### config.mk
export PLATFORM = sky130hd
export DESIGN_NAME = krnl_idct_mac_acc_flat
export DESIGN_NICKNAME = d
export VERILOG_FILES = /design/src/rtl/krnl_idct_mac_pkg.sv /design/src/rtl/krnl_idct_mac_acc_if.sv /design/src/rtl/krnl_idct_mac_obuf.sv /design/src/rtl/krnl_idct_mac_acc.sv /design/src/flat_wrapper.sv
export SDC_FILE = /design/constraint.sdc
export NUM_CORES = 1
export LEC_CHECK = 0
export ABC_AREA = 1
export BUFFER_PORTS_ARGS = -buffer_cell sky130_fd_sc_hd__buf_4
export CAP_MARGIN = 40
export CORE_ASPECT_RATIO = 0.7
export CORE_UTILIZATION = 36
export DETAILED_ROUTE_END_ITERATION = 10
export PLACE_DENSITY = 0.5
export SYNTH_ARGS = -nofsm -noshare
export SYNTH_HDL_FRONTEND = slang
export SYNTH_HIERARCHICAL = 1
export SYNTH_SLANG_ARGS = --single-unit
### constraint.sdc
create_clock -name clk -period 7.2 [get_ports clk]
set_input_delay 1.44 -clock clk [delete_from_list [all_inputs] [get_ports clk]]
set_output_delay 1.44 -clock clk [all_outputs]
set_load 0.01 [all_outputs]
### src/rtl/krnl_idct_mac_pkg.sv
// krnl_idct_mac_pkg: widths, tag type and round/shift/reduce helpers for the IDCT MAC accumulator
// KRNL_IDCT_MAC_SAT_EN selects clamping instead of two's-complement wrap in reduce()
package krnl_idct_mac_pkg;
  localparam int N_TAPS = 8;
  localparam int MUL_LAT = 3;
  localparam int PROD_W = 16;
  localparam int ACC_W = PROD_W + $clog2(N_TAPS);
  localparam int SHIFT = 2;
  localparam int OUT_W = 16;
  localparam int TAP_W = $clog2(N_TAPS);
  localparam logic [1:0] CREDITS = 2'd2;
  localparam logic signed [ACC_W:0] RND = (ACC_W + 1)'((1 << SHIFT) >> 1);
`ifdef KRNL_IDCT_MAC_SAT_EN
  localparam logic signed [ACC_W:0] MAXV = (ACC_W + 1)'((1 << (OUT_W - 1)) - 1);
  localparam logic signed [ACC_W:0] MINV = ~MAXV;
`endif
  typedef struct packed {
    logic valid;
    logic first;
    logic last;
  } tag_t;
  // one guard bit above ACC_W keeps the rounding add from wrapping
  function automatic logic signed [ACC_W:0] rnd_shift(input logic signed [ACC_W-1:0] a);
    return ($signed({a[ACC_W-1], a}) + RND) >>> SHIFT;
  endfunction
  function automatic logic [OUT_W-1:0] reduce(input logic signed [ACC_W-1:0] a);
    logic signed [ACC_W:0] r;
    r = rnd_shift(a);
`ifdef KRNL_IDCT_MAC_SAT_EN
    return r > MAXV ? MAXV[OUT_W-1:0] : r < MINV ? MINV[OUT_W-1:0] : r[OUT_W-1:0];
`else
    return OUT_W'(r);
`endif
  endfunction
`ifdef KRNL_IDCT_MAC_SAT_EN
  function automatic logic is_sat(input logic signed [ACC_W-1:0] a);
    logic signed [ACC_W:0] r;
    r = rnd_shift(a);
    return r > MAXV || r < MINV;
  endfunction
`endif
endpackage

### src/rtl/krnl_idct_mac_acc_if.sv
// krnl_idct_mac_acc_if: operand-issue handshake, product input and output valid/ready bus
interface krnl_idct_mac_acc_if;
  import krnl_idct_mac_pkg::*;
  logic issue_valid;
  logic issue_ready;
  logic [PROD_W-1:0] prod_in;
  logic [OUT_W-1:0] out_data;
  logic out_valid;
  logic out_ready;
  modport master (output issue_valid, prod_in, out_ready, input issue_ready, out_data, out_valid);
  modport slave (input issue_valid, prod_in, out_ready, output issue_ready, out_data, out_valid);
endinterface

### src/rtl/krnl_idct_mac_obuf.sv
// krnl_idct_mac_obuf: 2-entry output FIFO with occupancy count
module krnl_idct_mac_obuf
  import krnl_idct_mac_pkg::*;
(
  input  logic clk,
  input  logic reset,
  input  logic push,
  input  logic pop,
  input  logic [OUT_W-1:0] din,
  output logic [OUT_W-1:0] dout,
  output logic empty,
  output logic [1:0] count
);
  logic [OUT_W-1:0] mem [2];
  logic wp, rp;
  always_ff @(posedge clk or negedge reset)
    if (!reset) begin
      mem[0] <= '0;
      mem[1] <= '0;
      wp <= 1'b0;
      rp <= 1'b0;
      count <= '0;
    end else begin
      if (push) begin
        mem[wp] <= din;
        wp <= ~wp;
      end
      if (pop) rp <= ~rp;
      count <= count + {1'b0, push} - {1'b0, pop};
    end
  assign dout = mem[rp];
  assign empty = count == '0;
endmodule

### src/rtl/krnl_idct_mac_acc.sv
// krnl_idct_mac_acc: sums N_TAPS multiplier products per sample, rounds/reduces, buffers the result
// KRNL_IDCT_MAC_SAT_EN: clamp to OUT_W and add a sticky sat_flag output
module krnl_idct_mac_acc
  import krnl_idct_mac_pkg::*;
(
  input  logic clk,
  input  logic reset,
  input  logic ce,
  krnl_idct_mac_acc_if.slave bus,
  output logic busy
`ifdef KRNL_IDCT_MAC_SAT_EN
  ,
  output logic sat_flag
`endif
);
  logic [TAP_W-1:0] tap;
  tag_t tags [MUL_LAT];
  tag_t tag_o;
  logic signed [ACC_W-1:0] acc, acc_next, prod_x;
  logic [1:0] reserved, count;
  logic issue, push, pop, empty, any_tag;
  logic [OUT_W-1:0] push_data;
  assign bus.issue_ready = reserved != CREDITS || tap != '0;
  assign issue = bus.issue_valid & bus.issue_ready & ce;
  assign pop = bus.out_valid & bus.out_ready;
  assign tag_o = tags[MUL_LAT-1];
  assign prod_x = {{(ACC_W - PROD_W){bus.prod_in[PROD_W-1]}}, bus.prod_in};
  assign acc_next = tag_o.first ? prod_x : acc + prod_x;
  assign push = ce & tag_o.valid & tag_o.last;
  assign push_data = reduce(acc_next);
  always_comb begin
    any_tag = 1'b0;
    for (int i = 0; i < MUL_LAT; i++) any_tag = any_tag | tags[i].valid;
  end
  assign busy = any_tag || tap != '0 || count != '0;
  // tags stall with ce exactly like the multiplier pipeline they shadow
  always_ff @(posedge clk or negedge reset)
    if (!reset) begin
      tap <= '0;
      acc <= '0;
      reserved <= '0;
      for (int i = 0; i < MUL_LAT; i++) tags[i] <= '0;
    end else begin
      if (issue) tap <= tap + 1'b1;
      if (ce) begin
        tags[0] <= '{valid: issue, first: issue && tap == '0, last: issue && tap == TAP_W'(N_TAPS - 1)};
        for (int i = 1; i < MUL_LAT; i++) tags[i] <= tags[i-1];
        if (tag_o.valid) acc <= acc_next;
      end
      reserved <= reserved + {1'b0, issue && tap == '0} - {1'b0, pop};
    end
`ifdef KRNL_IDCT_MAC_SAT_EN
  always_ff @(posedge clk or negedge reset)
    if (!reset) sat_flag <= 1'b0;
    else if (push && is_sat(acc_next)) sat_flag <= 1'b1;
`endif
  krnl_idct_mac_obuf u_obuf (
    .clk(clk),
    .reset(reset),
    .push(push),
    .pop(pop),
    .din(push_data),
    .dout(bus.out_data),
    .empty(empty),
    .count(count)
  );
  assign bus.out_valid = !empty;
endmodule

### src/flat_wrapper.sv
// flat-port wrapper written by rule: the top's interface ports become plain ports
module krnl_idct_mac_acc_flat import krnl_idct_mac_pkg::*;
  (clk, reset, ce, busy, bus_issue_valid, bus_prod_in, bus_out_ready, bus_issue_ready, bus_out_data, bus_out_valid);
  krnl_idct_mac_acc_if bus_i ();
  input  logic clk;
  input  logic reset;
  input  logic ce;
  output logic busy;
  input wire logic [$bits(bus_i.issue_valid)-1:0] bus_issue_valid;
  input wire logic [$bits(bus_i.prod_in)-1:0] bus_prod_in;
  input wire logic [$bits(bus_i.out_ready)-1:0] bus_out_ready;
  output wire logic [$bits(bus_i.issue_ready)-1:0] bus_issue_ready;
  output wire logic [$bits(bus_i.out_data)-1:0] bus_out_data;
  output wire logic [$bits(bus_i.out_valid)-1:0] bus_out_valid;
  assign bus_i.issue_valid = bus_issue_valid;
  assign bus_i.prod_in = bus_prod_in;
  assign bus_i.out_ready = bus_out_ready;
  assign bus_issue_ready = bus_i.issue_ready;
  assign bus_out_data = bus_i.out_data;
  assign bus_out_valid = bus_i.out_valid;
  krnl_idct_mac_acc u_core (.clk(clk), .reset(reset), .ce(ce), .bus(bus_i), .busy(busy));
endmodule
==> results of run 1 <==
synthesized netlist by cell type (7+ instances only):
cell     number
nand4_1      11
inv_1       129
dfrtp_1      68
o21ai_0      38
o21ai_1      11
o21ai_2      25
ha_1         25
nor2_1       36
nand2_2       7
a21oi_1      14
nand3_1      45
buf_6         7
xor2_1        9
nand2_1     229
registers in the layout (all words and copies together) (netlist names):
| register | flops |
|---|---|
| u_core/u_obuf/count | 2 |
| u_core/reserved | 2 |
| u_core/u_obuf/rp | 1 |
| u_core/tap | 3 |
| u_core/tags | 6 |
| u_core/tag_o | 3 |
| u_core/u_obuf/wp | 1 |
| u_core/u_obuf/mem | 32 |
| u_core/acc | 18 |
power groups by stage:
stage	Combinational, W	Sequential (W)	Clock [W]
finish	0.00139	0.000657	0.000435
global route	0.00161	0.000679	0.000463
CTS	0.00141	0.000659	0.000449
detailed placement	0.00140	0.000665	0
global placement	0.00136	0.000675	0
floorplan	0.00104	0.000622	0
cell type report:
| cell class | instances | area (um2) | area share |
|---|---|---|---|
| Multi-Input combinational cell | 484 | 2569 | 0.4535 |
| Sequential cell | 68 | 1702 | 0.3004 |
| Inverter | 135 | 506.7 | 0.08946 |
| Timing Repair Buffer | 42 | 362.8 | 0.06406 |
| Tap cell | 185 | 231.5 | 0.04087 |
| Clock buffer | 10 | 229.0 | 0.04042 |
| Clock inverter | 6 | 63.81 | 0.01127 |
cells by family (layout without fill, tap and decap cells):
kind of cell,count (synthesis),in the layout,share of synthesized area
adder cells (fa/ha/maj),26,26,0.06782
XOR/XNOR,13,13,0.02320
buffers and inverters,153,193,0.1298
flip-flops,68,68,0.3468
AND/OR/NAND/NOR,353,353,0.3172
multiplexers,1,1,0.002295
AO/OA/AOI/OAI,91,91,0.1130
worst min path at each step:
| stage | startpoint | to | slack (ns) |
|---|---|---|---|
| CTS | u_core/u_obuf/mem[18] | u_core/u_obuf/mem[18] | 0.48 |
| finish | u_core/u_obuf/mem[11] | u_core/u_obuf/mem[11] | 0.48 |
| global placement | u_core/tags[8] | u_core/tags[5] | 0.46 |
| floorplan | u_core/tags[8] | u_core/tags[5] | 0.45 |
| detailed placement | u_core/u_obuf/mem[18] | u_core/u_obuf/mem[18] | 0.47 |
| global route | u_core/u_obuf/mem[26] | u_core/u_obuf/mem[26] | 0.50 |
per-layer routing:
| layer | routed length [um] | global-route usage | part of all wire | vias up |
|---|---|---|---|---|
| met5 | 0 | 0 | 0 | - |
| met4 | 61 | 0.03722 | 0.0051 | 0 |
| met3 | 516 | 0.03948 | 0.043 | 6 |
| met2 | 4995 | 0.2747 | 0.42 | 83 |
| met1 | 6342 | 0.2722 | 0.53 | 1965 |
| li1 | - | - | - | 2262 |
through the flow:
stage	cell area, um2	hold WS, ns
2_1_floorplan	4907	0.4530
3_3_place_gp	5301	0.4613
3_5_place_dp	5371	0.4687
4_1_cts	5664	0.4835
5_1_grt	5664	0.5046
6_report	5664	0.4810
tightest hold or removal path, stage by stage (launching register included):
cell	delay, ns
dfrtp_1	0.34
nand2_1	0.06
o21ai_2	0.05
==> reports/results.txt, run 1 <==
Longest Clk Path Bufs: 2
Post-Layout Cell Count: 930
Synth top area share: 0.3468
worst-path cell chain: buf_4 > ha_1 > inv_1 > fa_1 > inv_1 > nand2_1 > nand2_1 > nand3_1 > nand2_1 > nand2_1 > nand3_1 > o21ai_1 > inv_2 > nand3_2 > nor2_4 > nand4_1 > nand2_1 > inv_1 > inv_1 > o21ai_1
Setup TNS Final: 0 ns
DR pass1 iterations: 5
most frequent cells in the layout: nand2_1 (229), inv_1 (129), dfrtp_1 (68), nand3_1 (45), buf_4 (39)
CP endpoint kind: flop
pre-CTS WS: 3.087 ns
post-synthesis cell type count: 34
Worst-Skew Late Latency: 0.33 ns
yosys warns: 6
Worst Setup SP: bus_prod_in[0]
gp weighted congestion: 0.8647
clk slew on worst S/H paths: 0.06 ns
Area contributors post-synth: dfrtp_1 (35%), nand2_1 (18%), inv_1 (9.9%)
Int Pwr: 0.001321 W
RSZ-0062 raised after global routing: false
Peak supply drop: 0.0001643 V
cell area after synthesis: 4907 um2
DP HPWL: 9270 um
CP top delay family: simple AND/OR/NAND/NOR gates
Critical path destination: u_core/u_obuf/mem[27]
WL/cell: 12.81 um
sequential power share: 0.264
Crit path required time: 7.40 ns
die area: 14110 um2
largest net degree at the start of global routing: 58
Post-synth EDFFs: 0
Detailed Route WL: 11920 um
htree depth: 3
Avg Inst Size Synth: 6.961 um2
r2r worst-path depth: 19
max-cap violation count: 0
Async S/R FF share, synth: 1.000
Tightest Pin Transition: 0.7867 ns
Fin Clk Skew: 0.005808 ns
Tightest Hold Check Type: reg2reg
status: finished clean
WP depth: 20
most used cell, CP: nand2_1
hold_buf cts: 0
Via Count: 4316
Slew Limit Fails: 0
IO buf count: 39
Clock Sinks: 68
PostCTS Resize Cnt: 0
Via density: 4.641
r2r startpoint: u_core/acc[0]
Hold Violations, Final: 0
Main synth FF type: dfrtp_1
Util after Layout: 0.4283
Sw Ratio: 0.4683
crit path launch type: input pin
global route total overflow: 0
postcts setup bufs: 0
CP max FO: 7
DRC viols: 0
first-pass GRT wire length: 20310 um
R2R setup slack: 4.27 ns
Iter 0 DRT Violations: 264
initial cell density of the core: 0.3711
Clock Power Share: 0.175
antenna-violating nets left: 0
Seq cells post-synth: 68
period utilization: 0.5238
gr usage total: 0.1843
register area share after synthesis: 0.3468
worst r2r dst: u_core/u_obuf/mem[27]
total chip power: 0.002485 W
Antenna diodes: 0
dominant cell type by area after synthesis: dfrtp_1
Static Leak: 3.115 nW
# IOs: 40
Net Switching: 0.001164 W
Die W: 141.5 um
Placed Cells incl. Taps: 914
Synth Instances: 705
max incr delay on CP: 0.39 ns
Syn Nets: 752
worst setup margin: 3.429 ns
row count: 35
worst rel slew slack: 0.4737
type of the worst setup path: in2reg
CP bufs+invs: 6
NumNets Final: 787
initial antenna violation count: 0
core area: 13230 um2
Setup violations, final: 0
CP max-delay cell: fa_1
fill count: 1419
fraction of layout cells with a size suffix above 1: 0.1530
fmax: 0.2652 GHz
most common cell after layout, fill and taps aside: nand2_1
combinational power share: 0.561
Power Density: 438.7 nW/um2
vias in the first global route: 4060
fin crit period: 3.771 ns
clock root buffer: clkbuf_16
growth of design area from synthesis to finish: 15.43%
Inserted Clock Buffers: 9
die span in y: 99.68 um
cell depth of the worst hold path: 2
crit path DAT: 3.98 ns
CTS tree: done
(Power assumes the default switching activity.)
==> run 2, diff against run 1 <==
==> constraint.sdc (replaced) <==
create_clock -name clk -period 3.8 [get_ports clk]
set_input_delay 0.76 -clock clk [delete_from_list [all_inputs] [get_ports clk]]
set_output_delay 0.76 -clock clk [all_outputs]
set_load 0.01 [all_outputs]
==> run 2 against run 1 <==
Net effect:
- wire length grew 0.55%
- clock skew shrank 0.00071 ns
- final area down 0.73%
- setup slack worse by 2.8 ns
- global-route usage is 0.38 points lower
==> reports/results.txt, run 2 (synthesis results as in run 1) <==
status: finished clean
Biggest register: u_core/u_obuf/mem
CP max FO: 7 (unchanged)
Net Switching: 0.002196 W (+89%)
most frequent cells in the layout: nand2_1 (229), inv_1 (129), dfrtp_1 (68), nand3_1 (45), buf_4 (40)
r2r worst-path depth: 20 (+1)
die span in y: 99.68 um (unchanged)
Setup violations, final: 0 (unchanged)
type of the worst setup path: in2reg
# IOs: 40 (unchanged)
Tightest Hold Check Type: in2async
worst rel slew slack: 0.4811 (+0.007435)
Detailed Route WL: 11980 um (+0.55%)
worst-path cell chain: buf_4 > ha_1 > inv_1 > fa_1 > inv_1 > nand2_1 > nand2_1 > nand3_1 > nand2_1 > nand2_1 > nand3_1 > o21ai_1 > inv_2 > nand3_2 > nor2_4 > nand3_1 > nand2_1 > nand2_1 > inv_1 > inv_1 > o21ai_1
clk slew on worst S/H paths: 0.05 ns (about the same)
Longest Clk Path Bufs: 2 (unchanged)
sequential power share: 0.269 (+0.005)
Clock Power Share: 0.158 (-0.017)
Die W: 141.5 um (unchanged)
first-pass GRT wire length: 19710 um (-3.0%)
Setup TNS Final: 0 ns (unchanged)
PostCTS Resize Cnt: 0 (unchanged)
die area: 14110 um2 (unchanged)
fin crit period: 3.139 ns
DRC viols: 0 (unchanged)
fraction of layout cells with a size suffix above 1: 0.1519 (-0.001138)
initial antenna violation count: 0 (unchanged)
growth of design area from synthesis to finish: 14.58%
gp weighted congestion: 0.8713 (+0.76%)
Via density: 4.642 (about the same)
R2R setup slack: 0.83 ns (-3.44 ns)
RSZ-0062 raised after global routing: false
CP top delay family: simple AND/OR/NAND/NOR gates
Peak supply drop: 0.0003338 V (+100%)
Fin Clk Skew: 0.005099 ns (-0.0007091 ns)
CP endpoint kind: flop
Clock Sinks: 68 (unchanged)
initial cell density of the core: 0.3711 (unchanged)
clock root buffer: clkbuf_16
WL/cell: 12.90 um (+0.65%)
antenna-violating nets left: 0 (unchanged)
max incr delay on CP: 0.40 ns (about the same)
fmax: 0.3186 GHz
flip-flop count of the largest register after layout: 32 (unchanged)
row count: 35 (unchanged)
global route total overflow: 0 (unchanged)
DP HPWL: 9263 um (about the same)
Via Count: 4312 (-0.093%)
worst r2r dst: u_core/u_obuf/mem[27]
Crit path required time: 4.05 ns (-3.35 ns)
gr usage total: 0.1805 (-0.003805)
hold_buf cts: 0 (unchanged)
htree depth: 3 (unchanged)
Inserted Clock Buffers: 9 (unchanged)
Largest regs: u_core/u_obuf/mem x32, u_core/acc x18, u_core/tags x6
CP bufs+invs: 6 (unchanged)
vias in the first global route: 3939 (-3.0%)
core area: 13230 um2 (unchanged)
period utilization: 0.8260
max-cap violation count: 0 (unchanged)
crit path DAT: 3.38 ns (-0.60 ns)
Slew Limit Fails: 0 (unchanged)
IO buf count: 39 (unchanged)
r2r startpoint: u_core/acc[0]
total chip power: 0.004636 W (+87%)
most common cell after layout, fill and taps aside: nand2_1
Int Pwr: 0.002441 W (+85%)
most used cell, CP: nand2_1
crit path launch type: input pin
postcts setup bufs: 0 (unchanged)
NumNets Final: 787 (unchanged)
DR pass1 iterations: 5 (unchanged)
Worst-Skew Late Latency: 0.33 ns (about the same)
Power Density: 824.5 nW/um2 (+88%)
CTS tree: done
largest net degree at the start of global routing: 57 (-1.7%)
CP max-delay cell: fa_1
Iter 0 DRT Violations: 289 (+9.5%)
Sw Ratio: 0.4736 (+0.005266)
Hold Violations, Final: 0 (unchanged)
combinational power share: 0.573 (+0.012)
Tightest Pin Transition: 0.7756 ns (-0.01111 ns)
Static Leak: 3.097 nW (-0.59%)
Antenna diodes: 0 (unchanged)
[run 2: worst register-to-register path: cells and delay by family, from the launching register on]
| kind | cells | cell delay, ns |
|---|---|---|
| AO/OA/AOI/OAI | 2 | 0.25 |
| adder cells (fa/ha/maj) | 2 | 0.65 |
| buffers and inverters | 5 | 0.48 |
| flip-flops | 1 | 0.34 |
| AND/OR/NAND/NOR | 11 | 1.18 |
[run 2: worst max-delay path by stage]
stage                    from                     to  slack, ns  cells after the start
6_report       bus_prod_in[0]  u_core/u_obuf/mem[27]       0.66                     21
2_1_floorplan  bus_prod_in[0]  u_core/u_obuf/mem[27]       0.99                     15
3_5_place_dp   bus_prod_in[0]  u_core/u_obuf/mem[27]       0.35                     20
4_1_cts        bus_prod_in[0]  u_core/u_obuf/mem[11]       0.69                     21
3_3_place_gp   bus_prod_in[0]  u_core/u_obuf/mem[11]       0.37                     20
5_1_grt        bus_prod_in[0]  u_core/u_obuf/mem[27]       0.39                     21
[run 2: layout make-up]
cell class,instances,area [um2]
sequential,68,1702
clock buffer,10,229.0
inverter,135,506.7
fill,1399,7602
multi-input combinational,484,2569
tap,185,231.5
timing repair buffer,42,355.3
clock inverter,5,30.03
[run 2: per-stage QoR]
stage	hold slack [ns]	util	area, um2	setup WS, ns	cells
floorplan	0.4530	-	4907	0.9933	705
global placement	0.4659	0.4014	5309	0.3686	912
detailed placement	0.4689	0.4056	5364	0.3461	914
CTS	0.2751	0.4252	5623	0.6865	929
global route	0.2799	0.4252	5623	0.3894	929
finish	0.2875	0.4252	5623	0.6611	929
[run 2: layer usage]
| metal | part of all wire | GRT usage | vias to the layer above |
|---|---|---|---|
| li1 | - | - | 2250 |
| met1 | 0.51 | 0.2620 | 1952 |
| met2 | 0.42 | 0.2690 | 101 |
| met3 | 0.058 | 0.04718 | 9 |
| met4 | 0.0063 | 0.03474 | 0 |
| met5 | 0 | 0 | - |
[run 2: power by group through the flow]
stage / logic (W) / registers [W] / clock network, W
detailed placement: 0.00266 / 0.00126 / 0
CTS: 0.00268 / 0.00125 / 0.000761
global route: 0.00305 / 0.00129 / 0.000790
finish: 0.00266 / 0.00125 / 0.000732
floorplan: 0.00197 / 0.00118 / 0
global placement: 0.00258 / 0.00128 / 0
==> run 3, diff against run 2 <==
==> constraint.sdc (replaced) <==
create_clock -name clk -period 2.9 [get_ports clk]
set_input_delay 0.58 -clock clk [delete_from_list [all_inputs] [get_ports clk]]
set_output_delay 0.58 -clock clk [all_outputs]
set_load 0.01 [all_outputs]
==> run 3 against run 2 <==
Net effect:
- sequential share of layout area decreased by 0.71 points
- clock power increased by 50%
- combinational power increased by 34%
- final cell count increased by 1.5%
- critical path type is now reg2reg
- via count increased by 1.0%
- sequential power increased by 30%
- die area unchanged
- sequential cell count unchanged
- largest cell class unchanged
- count of clock-buffer cells in the layout increased by 2
- global-route usage decreased by 0.073 points
==> reports/results.txt, run 3 (synthesis results as in run 1) <==
Die W: 141.5 um (unchanged)
Fin Clk Skew: 0.007554 ns (+0.002455 ns)
CP endpoint kind: flop
Power Density: 1093 nW/um2 (+33%)
row count: 35 (unchanged)
clk slew on worst S/H paths: 0.06 ns (about the same)
gp weighted congestion: 0.9078 (+4.2%)
initial cell density of the core: 0.3711 (unchanged)
status: finished clean
die area: 14110 um2 (unchanged)
CTS tree: done
Detailed Route WL: 11910 um (-0.56%)
type of the worst setup path: reg2reg
pre-CTS WS: -0.05985 ns (-0.4059 ns)
largest net degree at the start of global routing: 57 (unchanged)
Peak supply drop: 0.0003930 V (+18%)
most common cell after layout, fill and taps aside: nand2_1
most frequent cells in the layout: nand2_1 (228), inv_1 (129), dfrtp_1 (68), buf_4 (54), nand3_1 (45)
max-cap violation count: 0 (unchanged)
growth of design area from synthesis to finish: 17.34%
Via Count: 4356 (+1.0%)
RSZ-0062 raised after global routing: false
clock root buffer: clkbuf_16
Crit path required time: 3.09 ns (-0.96 ns)
Inserted Clock Buffers: 9 (unchanged)
Post-Layout Cell Count: 943 (+1.5%)
antenna-violating nets left: 0 (unchanged)
initial antenna violation count: 0 (unchanged)
first-pass GRT wire length: 19930 um (+1.2%)
CP max FO: 5 (-2)
global route total overflow: 0 (unchanged)
Biggest register: u_core/u_obuf/mem
gr usage total: 0.1797 (-0.0007344)
Antenna diodes: 0 (unchanged)
fraction of layout cells with a size suffix above 1: 0.1702 (+0.01830)
die span in y: 99.68 um (unchanged)
DRC viols: 0 (unchanged)
Design Area, Final: 5758 um2 (+2.4%)
Worst-Skew Late Latency: 0.33 ns (about the same)
DP HPWL: 9306 um (+0.47%)
total chip power: 0.006294 W (+36%)
r2r startpoint: u_core/acc[8]
# IOs: 40 (unchanged)
worst setup margin: 0.2688 ns (-0.3923 ns)
Static Leak: 3.177 nW (+2.6%)
htree depth: 3 (unchanged)
Tightest Hold Check Type: in2async
WL/cell: 12.63 um (-2.0%)
postcts setup bufs: 0 (unchanged)
worst rel slew slack: 0.4775 (-0.003578)
Hold Violations, Final: 0 (unchanged)
DR pass1 iterations: 6 (+1)
Iter 0 DRT Violations: 272 (-5.9%)
placed inst area: 5441 um2 (+1.4%)
Longest Clk Path Bufs: 2 (unchanged)
crit path DAT: 2.82 ns (-0.56 ns)
Slew Limit Fails: 0 (unchanged)
Largest regs: u_core/u_obuf/mem x32, u_core/acc x18, u_core/tags x6
fmax: 0.3801 GHz
NumNets Final: 800 (+1.7%)
fin crit period: 2.631 ns
flip-flop count of the largest register after layout: 32 (unchanged)
period utilization: 0.9073
IO buf count: 39 (unchanged)
crit path launch type: flop
Setup violations, final: 0 (unchanged)
core area: 13230 um2 (unchanged)
Placed Cells incl. Taps: 927 (+1.4%)
Util after Layout: 0.4354 (+0.01022)
fill count: 1381 (-1.3%)
Worst Setup SP: u_core/acc[8]
Via density: 4.619 (-0.48%)
Tightest Pin Transition: 0.7810 ns (+0.005347 ns)
vias in the first global route: 4100 (+4.1%)
Clock Sinks: 68 (unchanged)
==> run 3: cell count changes in the layout (fill, tap and decap cells not counted), sizes merged <==
| cell | previous run | this run |
|---|---|---|
| clkinv | 3 | 2 |
| buf | 42 | 55 |
| clkinvlp | 2 | 1 |
| clkbuf | 10 | 12 |
| bufinv | 0 | 1 |
==> run 3: what timing repair did <==
action,4_1_cts,5_1_grt
hold buffers,0,0
resized for setup,0,3
endpoints found under the setup margin,0,8
==> run 3: through the flow <==
step           setup TNS [ns]  hold slack [ns]
2_1_floorplan               0           0.2844
3_3_place_gp          -0.1954           0.4625
3_5_place_dp          -0.3923           0.4507
4_1_cts                     0          0.09835
5_1_grt                     0           0.1084
6_report                    0           0.1055
==> run 3: layout make-up <==
type / count / area, um2 / area share
clock inverters: 4 / 47.55 / 0.008257
multi-input cells: 484 / 2581 / 0.4483
flip-flops and latches: 68 / 1702 / 0.2955
clock buffers: 12 / 256.5 / 0.04455
inverters: 135 / 506.7 / 0.08801
repair buffers: 55 / 432.9 / 0.07518
well taps: 185 / 231.5 / 0.04020
==> run 3: final timing paths <==
check                                        end  slack (ns)  cells after the start
min                               u_core/acc[10]        0.11                      1
min reg2reg                 u_core/u_obuf/mem[7]        0.48                      2
max reg2reg                u_core/u_obuf/mem[13]        0.27                     16
max in group asynchronous         u_core/tags[7]        2.27                      2
min in group clk            u_core/u_obuf/mem[7]        0.48                      2
max                        u_core/u_obuf/mem[13]        0.27                     16
==> run 3: metal layers <==
metal	GRT usage	vias up	part of all wire
li1	-	2287	-
met1	0.2587	1981	0.52
met2	0.2808	80	0.44
met3	0.03322	8	0.040
met4	0.03639	0	0.0048
met5	0	-	0
==> run 3: worst max-delay path, stage by stage (launching register included) <==
cell     delay, ns
dfrtp_1       0.39
ha_1          0.36
nand2_1       0.11
nor2_1        0.27
nand3_1       0.18
nand3_1       0.20
nand2_1       0.07
nand3_1       0.12
nand2_1       0.12
inv_1         0.09
nand2_1       0.07
nor2_1        0.14
nand3_1       0.09
nand2_1       0.06
nand2_1       0.05
inv_1         0.10
o21ai_2       0.07
==> run 3: power breakdown <==
part / total [W] / switching, W / internal [W]
clock: 0.00110 / 0.000392 / 0.000709
sequential: 0.00163 / 0.000270 / 0.00136
combinational: 0.00356 / 0.00222 / 0.00134
total: 0.00629 / 0.00288 / 0.00341
